==> src/rtl/keypad_entry_buffer.sv <==
// Keypad entry buffer: qualifies scanner key codes (one action per press)
// and assembles a 4-digit BCD entry with backspace, clear and enter.
// Ports:
//   clk, rst      : clock, synchronous active-high reset
//   scan_tick     : one-clk strobe per full column scan
//   key_valid     : key down in the current scan
//   key_code[3:0] : scanner key code
//   entry_bcd     : digits being typed, [3:0] is the most recent
//   digit_count   : digits held in entry_bcd (0..4)
//   entry_full    : digit_count == 4
//   value_bcd     : last committed entry
//   value_valid   : one-clk pulse when value_bcd updates
//   key_strobe    : one-clk pulse per accepted press
//   key_last      : code of the last accepted press
module keypad_entry_buffer #(
  parameter int unsigned CONFIRM_TICKS = 3,
  parameter int unsigned RELEASE_TICKS = 3
) (
  input  logic        clk,
  input  logic        rst,
  input  logic        scan_tick,
  input  logic        key_valid,
  input  logic [3:0]  key_code,
  output logic [15:0] entry_bcd,
  output logic [2:0]  digit_count,
  output logic        entry_full,
  output logic [15:0] value_bcd,
  output logic        value_valid,
  output logic        key_strobe,
  output logic [3:0]  key_last
);

  localparam logic [3:0] CT = 4'(CONFIRM_TICKS);
  localparam logic [3:0] RT = 4'(RELEASE_TICKS);

  localparam logic [3:0] K_BKSP  = 4'hA;
  localparam logic [3:0] K_CLEAR = 4'hB;
  localparam logic [3:0] K_ENTER = 4'hF;

  typedef enum logic [1:0] {
    S_IDLE,
    S_CONFIRM,
    S_ACT,
    S_HELD
  } state_e;

  state_e      state_q, state_d;
  logic [3:0]  cand_q, cand_d;
  logic [3:0]  cnt_q, cnt_d;
  logic [3:0]  rel_q, rel_d;

  logic [15:0] entry_q, entry_d;
  logic [2:0]  count_q, count_d;
  logic [15:0] value_q, value_d;
  logic        vvalid_q, vvalid_d;
  logic        strobe_q, strobe_d;
  logic [3:0]  last_q, last_d;

  // The action registers load on the same edge the FSM enters ACT, so
  // the results are visible during the single ACT cycle.
  logic        do_act;
  logic [3:0]  act_code;
  logic        is_digit;

  always_ff @(posedge clk) begin
    if (rst) begin
      state_q  <= S_IDLE;
      cand_q   <= '0;
      cnt_q    <= '0;
      rel_q    <= '0;
      entry_q  <= '0;
      count_q  <= '0;
      value_q  <= '0;
      vvalid_q <= 1'b0;
      strobe_q <= 1'b0;
      last_q   <= '0;
    end else begin
      state_q  <= state_d;
      cand_q   <= cand_d;
      cnt_q    <= cnt_d;
      rel_q    <= rel_d;
      entry_q  <= entry_d;
      count_q  <= count_d;
      value_q  <= value_d;
      vvalid_q <= vvalid_d;
      strobe_q <= strobe_d;
      last_q   <= last_d;
    end
  end

  // Press/release qualification
  always_comb begin
    state_d  = state_q;
    cand_d   = cand_q;
    cnt_d    = cnt_q;
    rel_d    = rel_q;
    do_act   = 1'b0;
    act_code = cand_q;
    unique case (state_q)
      S_IDLE: begin
        if (scan_tick && key_valid) begin
          cand_d   = key_code;
          cnt_d    = 4'd1;
          act_code = key_code;
          if (CT == 4'd1) begin
            state_d = S_ACT;
            do_act  = 1'b1;
          end else begin
            state_d = S_CONFIRM;
          end
        end
      end
      S_CONFIRM: begin
        if (scan_tick) begin
          if (key_valid && key_code == cand_q) begin
            cnt_d = cnt_q + 4'd1;
            if (cnt_d == CT) begin
              state_d = S_ACT;
              do_act  = 1'b1;
            end
          end else begin
            state_d = S_IDLE;
            cnt_d   = '0;
          end
        end
      end
      S_ACT: begin
        state_d = S_HELD;
        cnt_d   = '0;
        rel_d   = '0;
      end
      S_HELD: begin
        if (scan_tick) begin
          if (key_valid) begin
            rel_d = '0;
          end else begin
            rel_d = rel_q + 4'd1;
            if (rel_d == RT) begin
              state_d = S_IDLE;
              rel_d   = '0;
            end
          end
        end
      end
      default: state_d = S_IDLE;
    endcase
  end

  assign is_digit = (act_code <= 4'd9);

  // Entry editing actions
  always_comb begin
    entry_d  = entry_q;
    count_d  = count_q;
    value_d  = value_q;
    vvalid_d = 1'b0;
    strobe_d = 1'b0;
    last_d   = last_q;
    if (do_act) begin
      strobe_d = 1'b1;
      last_d   = act_code;
      unique case (1'b1)
        is_digit: begin
          if (count_q < 3'd4) begin
            entry_d = {entry_q[11:0], act_code};
            count_d = count_q + 3'd1;
          end
        end
        (act_code == K_BKSP): begin
          if (count_q != 3'd0) begin
            entry_d = {4'h0, entry_q[15:4]};
            count_d = count_q - 3'd1;
          end
        end
        (act_code == K_CLEAR): begin
          entry_d = '0;
          count_d = '0;
        end
        (act_code == K_ENTER): begin
          value_d  = entry_q;
          vvalid_d = 1'b1;
          entry_d  = '0;
          count_d  = '0;
        end
        default: ;
      endcase
    end
  end

  assign entry_bcd   = entry_q;
  assign digit_count = count_q;
  assign entry_full  = (count_q == 3'd4);
  assign value_bcd   = value_q;
  assign value_valid = vvalid_q;
  assign key_strobe  = strobe_q;
  assign key_last    = last_q;

endmodule

==> config.mk <==
export PLATFORM = sky130hd
export DESIGN_NAME = keypad_entry_buffer
export DESIGN_NICKNAME = d
export VERILOG_FILES = /design/src/rtl/keypad_entry_buffer.sv
export SDC_FILE = /design/constraint.sdc
export NUM_CORES = 1
export LEC_CHECK = 0
export CORE_MARGIN = 2
export CORE_UTILIZATION = 25
export CTS_CLUSTER_SIZE = 30
export DETAILED_ROUTE_END_ITERATION = 16
export GPL_ROUTABILITY_DRIVEN = 1
export GPL_TIMING_DRIVEN = 0
export PLACE_DENSITY = 0.55
export RECOVER_POWER = 100
export SYNTH_ARGS = -nofsm -noshare
export SYNTH_HDL_FRONTEND = slang
export SYNTH_SLANG_ARGS = --single-unit
export TNS_END_PERCENT = 20
==> constraint.sdc <==
create_clock -name clk -period 5.95 [get_ports clk]
set_input_delay 1.4875 -clock clk [delete_from_list [all_inputs] [get_ports clk]]
set_output_delay 1.4875 -clock clk [all_outputs]
set_load 0.05 [all_outputs]
==> summary.json, run 1 <==
{
  "run_status": {
    "run_status": "finished, final reports clean"
  },
  "sta": {
    "final_min_period_over_clock_period_pct": 77.2,
    "grt_setup_unrepaired": "false",
    "slew_violations": 0,
    "slew_headroom_pct": 12.0,
    "tns_ns": 0,
    "setup_violations": 0,
    "final_period_minus_worst_setup_slack_ns": 4.59,
    "tightestPinTransition_ns": 1.31,
    "skew_ns": 0.0198,
    "fin_worst_hold_slack_ns": 0.495,
    "timing_hold_violations_final": 0,
    "fmax_mhz": 218
  },
  "logic_synthesis": {
    "synth_flop_cell": "dfxtp_1",
    "post_synth_instance_area_um2": 2710,
    "yosys.area.top_type": "dfxtp_1",
    "synth-seq-cells": 55,
    "avgSynthCellArea_um2": 9.05,
    "synth_sequential_area_ratio_pct": 40.7,
    "synth_top_cells_by_count": "dfxtp_1, nor2_1, mux2i_1",
    "syn_nets": 317,
    "synth_top_cells_by_area": "dfxtp_1, mux2i_1, nor2_1",
    "asyncSetResetFlopFracSynth_pct": 0,
    "synth.distinct_cells": 60,
    "synth_top_area_share_pct": 40.7,
    "syn-instance-count": 299,
    "post-synth-top-count-cell": "dfxtp_1",
    "synth_edf_count": 0,
    "synth_warnings": 0
  },
  "die": {
    "placeableCoreArea_um2": 10400,
    "io_pins": 50,
    "num_rows": 37,
    "die_y_um": 108,
    "die_w_um": 108,
    "initial_utilization_pct": 26.0,
    "dieArea_um2": 11700
  },
  "clock_tree": {
    "cts-resized-gates": 0,
    "clk_pin_slew_worst_paths_ns": 0.11,
    "post-cts-setup-buffer-count": 0,
    "clock_latency_ns": 0.32,
    "number_of_cts_inserted_buffers": 5,
    "post_cts_hold_buffer_count": 0,
    "root_buffer": "clkbuf_8",
    "cts_num_sinks": 55,
    "cts_max_path_buffers": 2,
    "cts_tree": "built",
    "cts_max_level": 2
  },
  "place": {
    "total_placed_instance_area_um2": 3370,
    "portBuffers": 49,
    "globalplace.congestion": 0.810,
    "detailed_placer_s_ending_hpwl_mm": 5.39
  },
  "flow_run": {
    "drv.max_cap_violation_count": 0
  },
  "drt": {
    "drt_iter0_drc": 143,
    "vias": 2344,
    "detail_route.wl_per_cell_um": 14.6,
    "average_via_count_per_standard_cell": 4.76,
    "drt_first_pass_iters": 6,
    "antenna_violating_nets_post_route": 0,
    "drt_wl_total_mm": 7.20,
    "drc": 0
  },
  "hold_path": {
    "holdPathStages": 2,
    "min-delay-path-class": "reg -> reg"
  },
  "critical_path": {
    "worstSetupPathType": "in -> reg",
    "required_ns": 6.13,
    "start_kind": "input port",
    "worst-endpoint-arrival_ns": 4.78,
    "rr_worst_depth": 10,
    "worst_path_fanout_max": 10,
    "endpoint_kind": "flip-flop"
  },
  "global_routing": {
    "grt_pass1_vias": 2219,
    "grt_first_pass_wirelength_mm": 11.7,
    "overflow": 0,
    "grtUsageTotal_pct": 12.7,
    "grt_start_max_net_pins": 19,
    "initial_antenna_violation_count": 0
  },
  "final_layout": {
    "antenna_cells": 0,
    "stdcell_area_um2": 3390,
    "finalNetCount": 373,
    "layout-drive-gt1-share_pct": 4.78,
    "area_growth_pct": 25.3,
    "layout.filler_cells": 1096
  },
  "power_and_ir_drop": {
    "cellLeakagePower_nw": 1.26,
    "vdd_ir_drop_max_mv": 0.0912,
    "cellPowerDensity_nw_per_um2": 191
  }
}
worst max-delay path: stages:
cell and delay [ns]:
dlygate4sd3_1 0.62, nand3_1 0.19, clkbuf_1 0.45, mux2_1 0.36, nand2_1 0.11, nor3_1 1.00
buf_6 0.29, mux2i_1 0.20, nor2_1 0.05
logic make-up after synthesis:
kind of cell / share of synthesized area, %
simple gates: 21.5
compound gates: 17.8
xor+xnor: 1.62
flops: 40.7
mux: 9.16
buf+inv: 4.35
fa+ha+maj: 4.90
flip-flops by register name, summed over array words and instances (netlist names), named ones only:
name,cells
cnt_q,4
value_bcd,16
entry_bcd,16
cand_q,4
value_valid,1
rel_q,4
state_q,1
digit_count,3
key_last,4
key_strobe,1
final cells by class:
type                    instances  area (um^2)  share of cell area, %
repair buffers                 49          490                   14.5
well taps                     136          170                   5.02
clock buffers                   5         68.8                   2.03
clock inverters                 3         22.5                  0.664
inverters                      13         48.8                   1.44
flip-flops and latches         55         1100                   32.5
multi-input cells             218         1430                   42.2
plain buffers                  13         57.6                   1.70
cell usage in the layout (no fill, tap or decap), drive strengths merged, types with 2 or more instances in the layout:
cell	count
ha	9
mux2	3
nor2b	2
o21ai	12
dfxtp	55
mux2i	21
o211ai	2
o22ai	2
a211oi	14
and3	2
and2	3
a21oi	16
dlygate4sd3	45
nor2	47
or3	3
nand3	13
clkbuf	17
a22oi	8
nor4bb	2
clkdlybuf4s50	4
inv	14
nand2	13
a31oi	2
nand4	2
nor3	12
o21a	3
nand3b	2
clkinv	2
xor2	4
through the flow:
stage | worst slack, ns | total power [mW] | instances | util, %
2_1_floorplan | 2.57 | 0.422 | 299 | -
3_3_place_gp | 1.71 | 0.441 | 484 | 32.3
3_5_place_dp | 1.66 | 0.442 | 484 | 32.3
4_1_cts | 1.99 | 0.660 | 492 | 33.2
5_1_grt | 1.02 | 0.676 | 492 | 32.5
6_report | 1.36 | 0.648 | 492 | 32.5
metal layers:
layer  vias to the layer above  track usage [%]  wire (um)
li1                       1188                -          -
met1                      1090             18.1       3560
met2                        61             19.6       3190
met3                         5             2.29        380
met4                         0             3.30         72
met5                         -                0          0
path summary, 6_finish.rpt:
| kind | slack, ns | end | from |
|---|---|---|---|
| max | 1.36 | value_bcd[13] | scan_tick |
| min | 0.50 | value_bcd[7] | value_bcd[7] |
| max reg2reg | 2.46 | value_bcd[13] | state_q[0] |
| min reg2reg | 0.50 | value_bcd[7] | value_bcd[7] |
where the power goes:
group / leakage, nW / total (mW) / internal [mW] / switching, mW
Sequential: 0.444 / 0.376 / 0.371 / 0.00452
Combinational: 0.765 / 0.0527 / 0.0193 / 0.0334
Clock: 0.0485 / 0.219 / 0.0849 / 0.135
Total: 1.26 / 0.648 / 0.476 / 0.172
No activity file was read; power rests on OpenSTA's default activity.
==> run 2: changes to the inputs <==
==> constraint.sdc (replaced) <==
create_clock -name clk -period 4.6 [get_ports clk]
set_input_delay 1.15 -clock clk [delete_from_list [all_inputs] [get_ports clk]]
set_output_delay 1.15 -clock clk [all_outputs]
set_load 0.05 [all_outputs]
==> run 2 against run 1 <==
  * Critical path depth stayed put
  * Wire length is essentially flat
  * Sequential power is 29% higher
  * Combinational power is 31% higher
  * Total power increased by 29%
==> summary.json, run 2 (same netlist as run 1, synthesis figures left out) <==
{
  "sta": {
    "tightestPinTransition_ns": 0.770,
    "setup_violations": 0,
    "skew_ns": 0.0205,
    "final_min_period_over_clock_period_pct": 86.8,
    "timing_hold_violations_final": 0,
    "fmax_mhz": 251,
    "slew_headroom_pct": 48.4,
    "slew_violations": 0,
    "grt_setup_unrepaired": "false",
    "tns_ns": 0,
    "final_period_minus_worst_setup_slack_ns": 3.99
  },
  "die": {
    "die_y_um": 108,
    "die_w_um": 108,
    "dieArea_um2": 11700,
    "num_rows": 37,
    "placeableCoreArea_um2": 10400,
    "io_pins": 50,
    "initial_utilization_pct": 26.0
  },
  "global_routing": {
    "grt_first_pass_wirelength_mm": 11.7,
    "grtUsageTotal_pct": 12.7,
    "overflow": 0,
    "grt_pass1_vias": 2219,
    "grt_start_max_net_pins": 19,
    "initial_antenna_violation_count": 0
  },
  "power_and_ir_drop": {
    "vdd_ir_drop_max_mv": 0.119,
    "design_power_total_mw": 0.839,
    "cellPowerDensity_nw_per_um2": 247,
    "cellLeakagePower_nw": 1.26
  },
  "final_layout": {
    "layout-drive-gt1-share_pct": 5.34,
    "antenna_cells": 0,
    "finalNetCount": 373,
    "area_growth_pct": 25.8,
    "final_core_util_pct": 32.7,
    "final_common_cell": "dfxtp_1",
    "most-common-layout-cells": "dfxtp_1, nor2_1, dlygate4sd3_1"
  },
  "clock_tree": {
    "cts-resized-gates": 0,
    "clock_latency_ns": 0.32,
    "cts_tree": "built",
    "clk_pin_slew_worst_paths_ns": 0.11,
    "root_buffer": "clkbuf_8",
    "post-cts-setup-buffer-count": 0,
    "post_cts_hold_buffer_count": 0,
    "number_of_cts_inserted_buffers": 5,
    "cts_max_level": 2,
    "cts_max_path_buffers": 2,
    "cts_num_sinks": 55
  },
  "drt": {
    "drt_iter0_drc": 136,
    "drt_first_pass_iters": 6,
    "vias": 2353,
    "drt_wl_total_mm": 7.20,
    "detail_route.wl_per_cell_um": 14.6,
    "antenna_violating_nets_post_route": 0,
    "drc": 0,
    "average_via_count_per_standard_cell": 4.78
  },
  "critical_path": {
    "critical_path.reg2reg.startpoint": "state_q[0]",
    "required_ns": 4.82,
    "endpoint_kind": "flip-flop",
    "worst_path_fanout_max": 10,
    "ff2ff_setup_slack_ns": 1.40,
    "worstSetupPathType": "in -> reg",
    "r2r-end": "entry_bcd[5]",
    "start_kind": "input port",
    "rr_worst_depth": 10,
    "worst-endpoint-arrival_ns": 4.21
  },
  "flow_run": {
    "drv.max_cap_violation_count": 0
  },
  "place": {
    "portBuffers": 49,
    "globalplace.congestion": 0.810,
    "detailed_placer_s_ending_hpwl_mm": 5.39
  },
  "hold_path": {
    "min-delay-path-class": "reg -> reg",
    "holdPathStages": 2,
    "min_from": "value_bcd[7]",
    "endpoint_of_the_worst_hold_path": "value_bcd[7]"
  },
  "run_status": {
    "run_status": "finished, final reports clean"
  }
}
==> run 2: per-layer routing <==
metal | vias up | global-route usage (%) | part of all wire, %
met4 | 0 | 3.30 | 1.0
met1 | 1090 | 18.1 | 49
met3 | 5 | 2.29 | 5.8
met2 | 69 | 19.6 | 44
met5 | - | 0 | 0
li1 | 1189 | - | -
==> run 2: final cells by class <==
class / count / area (um^2)
Timing Repair Buffer: 49 / 490
Sequential cell: 55 / 1100
Inverter: 13 / 48.8
Multi-Input combinational cell: 218 / 1440
Buffer: 13 / 65.1
Tap cell: 136 / 170
Clock buffer: 5 / 68.8
Fill cell: 1094 / 7010
Clock inverter: 3 / 22.5
==> run 2: critical path, cell delays in order <==
cell and delay [ns]:
dlygate4sd3_1 0.65, nand3_1 0.21, buf_6 0.21, mux2_1 0.37, and4_1 0.32, nor4b_1 0.53
clkbuf_1 0.48, nor2_1 0.08, a211oi_1 0.22
==> run 2: report_power, final <==
group,total (mW),internal (mW),switching (mW)
Sequential,0.486,0.480,0.00583
Combinational,0.0692,0.0259,0.0433
Clock,0.283,0.110,0.174
==> run 2: worst max-delay path by stage <==
stage	from	end	slack, ns	cells past startpoint
6_report	scan_tick	entry_bcd[5]	0.61	9
4_1_cts	scan_tick	digit_count[2]	0.97	10
2_1_floorplan	digit_count[2]	entry_full	1.56	2
3_3_place_gp	scan_tick	digit_count[2]	0.70	10
3_5_place_dp	scan_tick	digit_count[2]	0.65	10
5_1_grt	scan_tick	entry_bcd[11]	0.48	9
==> run 2: per-stage QoR <==
| stage | worst slack [ns] | hold WS (ns) | instance area (um^2) | instances |
|---|---|---|---|---|
| after global routing | 0.475 | 0.532 | 3400 | 492 |
| after floorplan | 1.56 | 0.471 | 2710 | 299 |
| final | 0.609 | 0.494 | 3400 | 492 |
| after global placement | 0.701 | 0.475 | 3370 | 484 |
| after detailed placement | 0.648 | 0.484 | 3370 | 484 |
| after CTS | 0.973 | 0.511 | 3460 | 492 |
==> run 3: changes to the inputs <==
--- a/config.mk
+++ b/config.mk
@@ -11,7 +11,6 @@
 export DETAILED_ROUTE_END_ITERATION = 16
 export GPL_ROUTABILITY_DRIVEN = 1
 export GPL_TIMING_DRIVEN = 0
-export PLACE_DENSITY = 0.55
 export RECOVER_POWER = 100
 export SYNTH_ARGS = -nofsm -noshare
 export SYNTH_HDL_FRONTEND = slang
==> run 3 against run 2 <==
  * Combinational power grew 0.6%
  * Wire length shrank 3.0%
  * Clock skew shrank 0.0069 ns
  * Sequential power is essentially flat
  * Via count grew 2.0%
  * Critical path type unchanged
  * Critical endpoint is now entry_bcd[12]
  * Highest routed layer unchanged
==> summary.json, run 3 (same netlist as run 1, synthesis figures left out) <==
{
  "drt": {
    "drt_first_pass_iters": 5,
    "detail_route.wl_per_cell_um": 14.2,
    "drt_wl_total_mm": 6.98,
    "drc": 0,
    "vias": 2400,
    "antenna_violating_nets_post_route": 0,
    "drt_iter0_drc": 188,
    "average_via_count_per_standard_cell": 4.88
  },
  "power_and_ir_drop": {
    "vdd_ir_drop_max_mv": 0.113,
    "cellPowerDensity_nw_per_um2": 259,
    "cellLeakagePower_nw": 1.27
  },
  "run_status": {
    "run_status": "finished, final reports clean"
  },
  "die": {
    "io_pins": 50,
    "dieArea_um2": 11700,
    "num_rows": 37,
    "initial_utilization_pct": 26.0,
    "die_y_um": 108,
    "placeableCoreArea_um2": 10400,
    "die_w_um": 108
  },
  "sta": {
    "slew_violations": 0,
    "slew_headroom_pct": 50.0,
    "tns_ns": 0,
    "fmax_mhz": 257,
    "setup_violations": 0,
    "timing_hold_violations_final": 0,
    "skew_ns": 0.0136,
    "final_period_minus_worst_setup_slack_ns": 3.89,
    "grt_setup_unrepaired": "false",
    "final_min_period_over_clock_period_pct": 84.6,
    "tightestPinTransition_ns": 0.746
  },
  "global_routing": {
    "grt_use_met1_pct": 17.2,
    "initial_antenna_violation_count": 0,
    "grt_first_pass_wirelength_mm": 11.1,
    "grt_use_met3_pct": 2.29,
    "groute.layer.met2.usage_pct": 18.1,
    "overflow": 0,
    "grt_start_max_net_pins": 18,
    "gr-max-usage-layer": "met2",
    "grtUsageTotal_pct": 11.9,
    "grt_pass1_vias": 2170
  },
  "clock_tree": {
    "cts_tree": "built",
    "cts-resized-gates": 0,
    "number_of_cts_inserted_buffers": 5,
    "post_cts_hold_buffer_count": 0,
    "cts_num_sinks": 55,
    "post-cts-setup-buffer-count": 0,
    "root_buffer": "clkbuf_8",
    "cts_max_level": 2,
    "cts_max_path_buffers": 2,
    "clk_pin_slew_worst_paths_ns": 0.10,
    "clock_latency_ns": 0.32
  },
  "critical_path": {
    "worstSetupPathType": "in -> reg",
    "required_ns": 4.85,
    "crit_path_cell_trace": "dlygate4sd3_1 -> nand3_1 -> buf_6 -> mux2_1 -> and4_1 -> nor4b_1 -> clkbuf_1 -> nand3_1 -> a21oi_1",
    "crit_family": "buffers and inverters",
    "slowest_library_cell_on_the_worst_path": "dlygate4sd3_1",
    "start_kind": "input port",
    "cp.buffers_inverters": 3,
    "worst_path_most_repeated_cell": "nand3_1",
    "worst_path_fanout_max": 10,
    "worst_path_max_stage_delay_ns": 0.65,
    "worst-endpoint-arrival_ns": 4.14,
    "endpoint_kind": "flip-flop"
  },
  "final_layout": {
    "stdcell_area_um2": 3420,
    "area_growth_pct": 26.5,
    "finalNetCount": 373,
    "layout-drive-gt1-share_pct": 5.34,
    "final_common_cell": "dfxtp_1",
    "antenna_cells": 0,
    "layout.filler_cells": 1075,
    "most-common-layout-cells": "dfxtp_1, nor2_1, dlygate4sd3_1"
  },
  "place": {
    "detailed_placer_s_ending_hpwl_mm": 5.21,
    "portBuffers": 49,
    "total_placed_instance_area_um2": 3370,
    "globalplace.congestion": 0.785
  },
  "flow_run": {
    "drv.max_cap_violation_count": 0
  },
  "hold_path": {
    "min-delay-path-class": "reg -> reg"
  }
}
[run 3: changes by cell type in the layout (fill, tap and decap cells not counted)]
cell / change
and2_2: +1
clkinv_2: -1
clkbuf_1: +1
clkinv_4: -1
bufinv_16: +1
and2_0: -1
[run 3: final timing paths]
path	cells past startpoint	to	from	slack, ns
max reg2reg	10	entry_bcd[12]	state_q[0]	1.50
max	9	entry_bcd[12]	scan_tick	0.71
min reg2reg	2	value_bcd[3]	value_bcd[3]	0.50
min	2	value_bcd[3]	value_bcd[3]	0.50
[run 3: final cells by class]
class	count	area [um^2]	share of cell area, %
Clock buffer	6	72.6	2.12
Tap cell	136	170	4.97
Sequential cell	55	1100	32.2
Clock inverter	2	38.8	1.13
Timing Repair Buffer	49	490	14.3
Buffer	13	65.1	1.90
Inverter	13	48.8	1.43
Multi-Input combinational cell	218	1440	42.0
[run 3: through the flow]
stage | util, % | setup slack (ns) | total power [mW] | hold slack [ns] | cells
floorplan | - | 1.56 | 0.546 | 0.471 | 299
global placement | 32.3 | 0.751 | 0.571 | 0.480 | 484
detailed placement | 32.3 | 0.696 | 0.572 | 0.480 | 484
CTS | 33.4 | 1.01 | 0.901 | 0.506 | 492
global route | 32.9 | 0.469 | 0.921 | 0.529 | 492
finish | 32.9 | 0.707 | 0.886 | 0.500 | 492
[run 3: layer usage]
layer  routed length [um]  vias to the layer above
met3                  405                        6
met1                 3480                     1134
met2                 3020                       68
li1                     -                     1192
met5                    0                        -
met4                   83                        0
[run 3: where the power goes]
group,switching [mW],internal (mW)
sequential,0.00601,0.480
clock,0.166,0.165
combinational,0.0435,0.0260
[run 3: tightest hold or removal path, cell delays in order (launching register included)]
cell,delay [ns]
dfxtp_1,0.34
mux2i_1,0.06
nor2_1,0.07
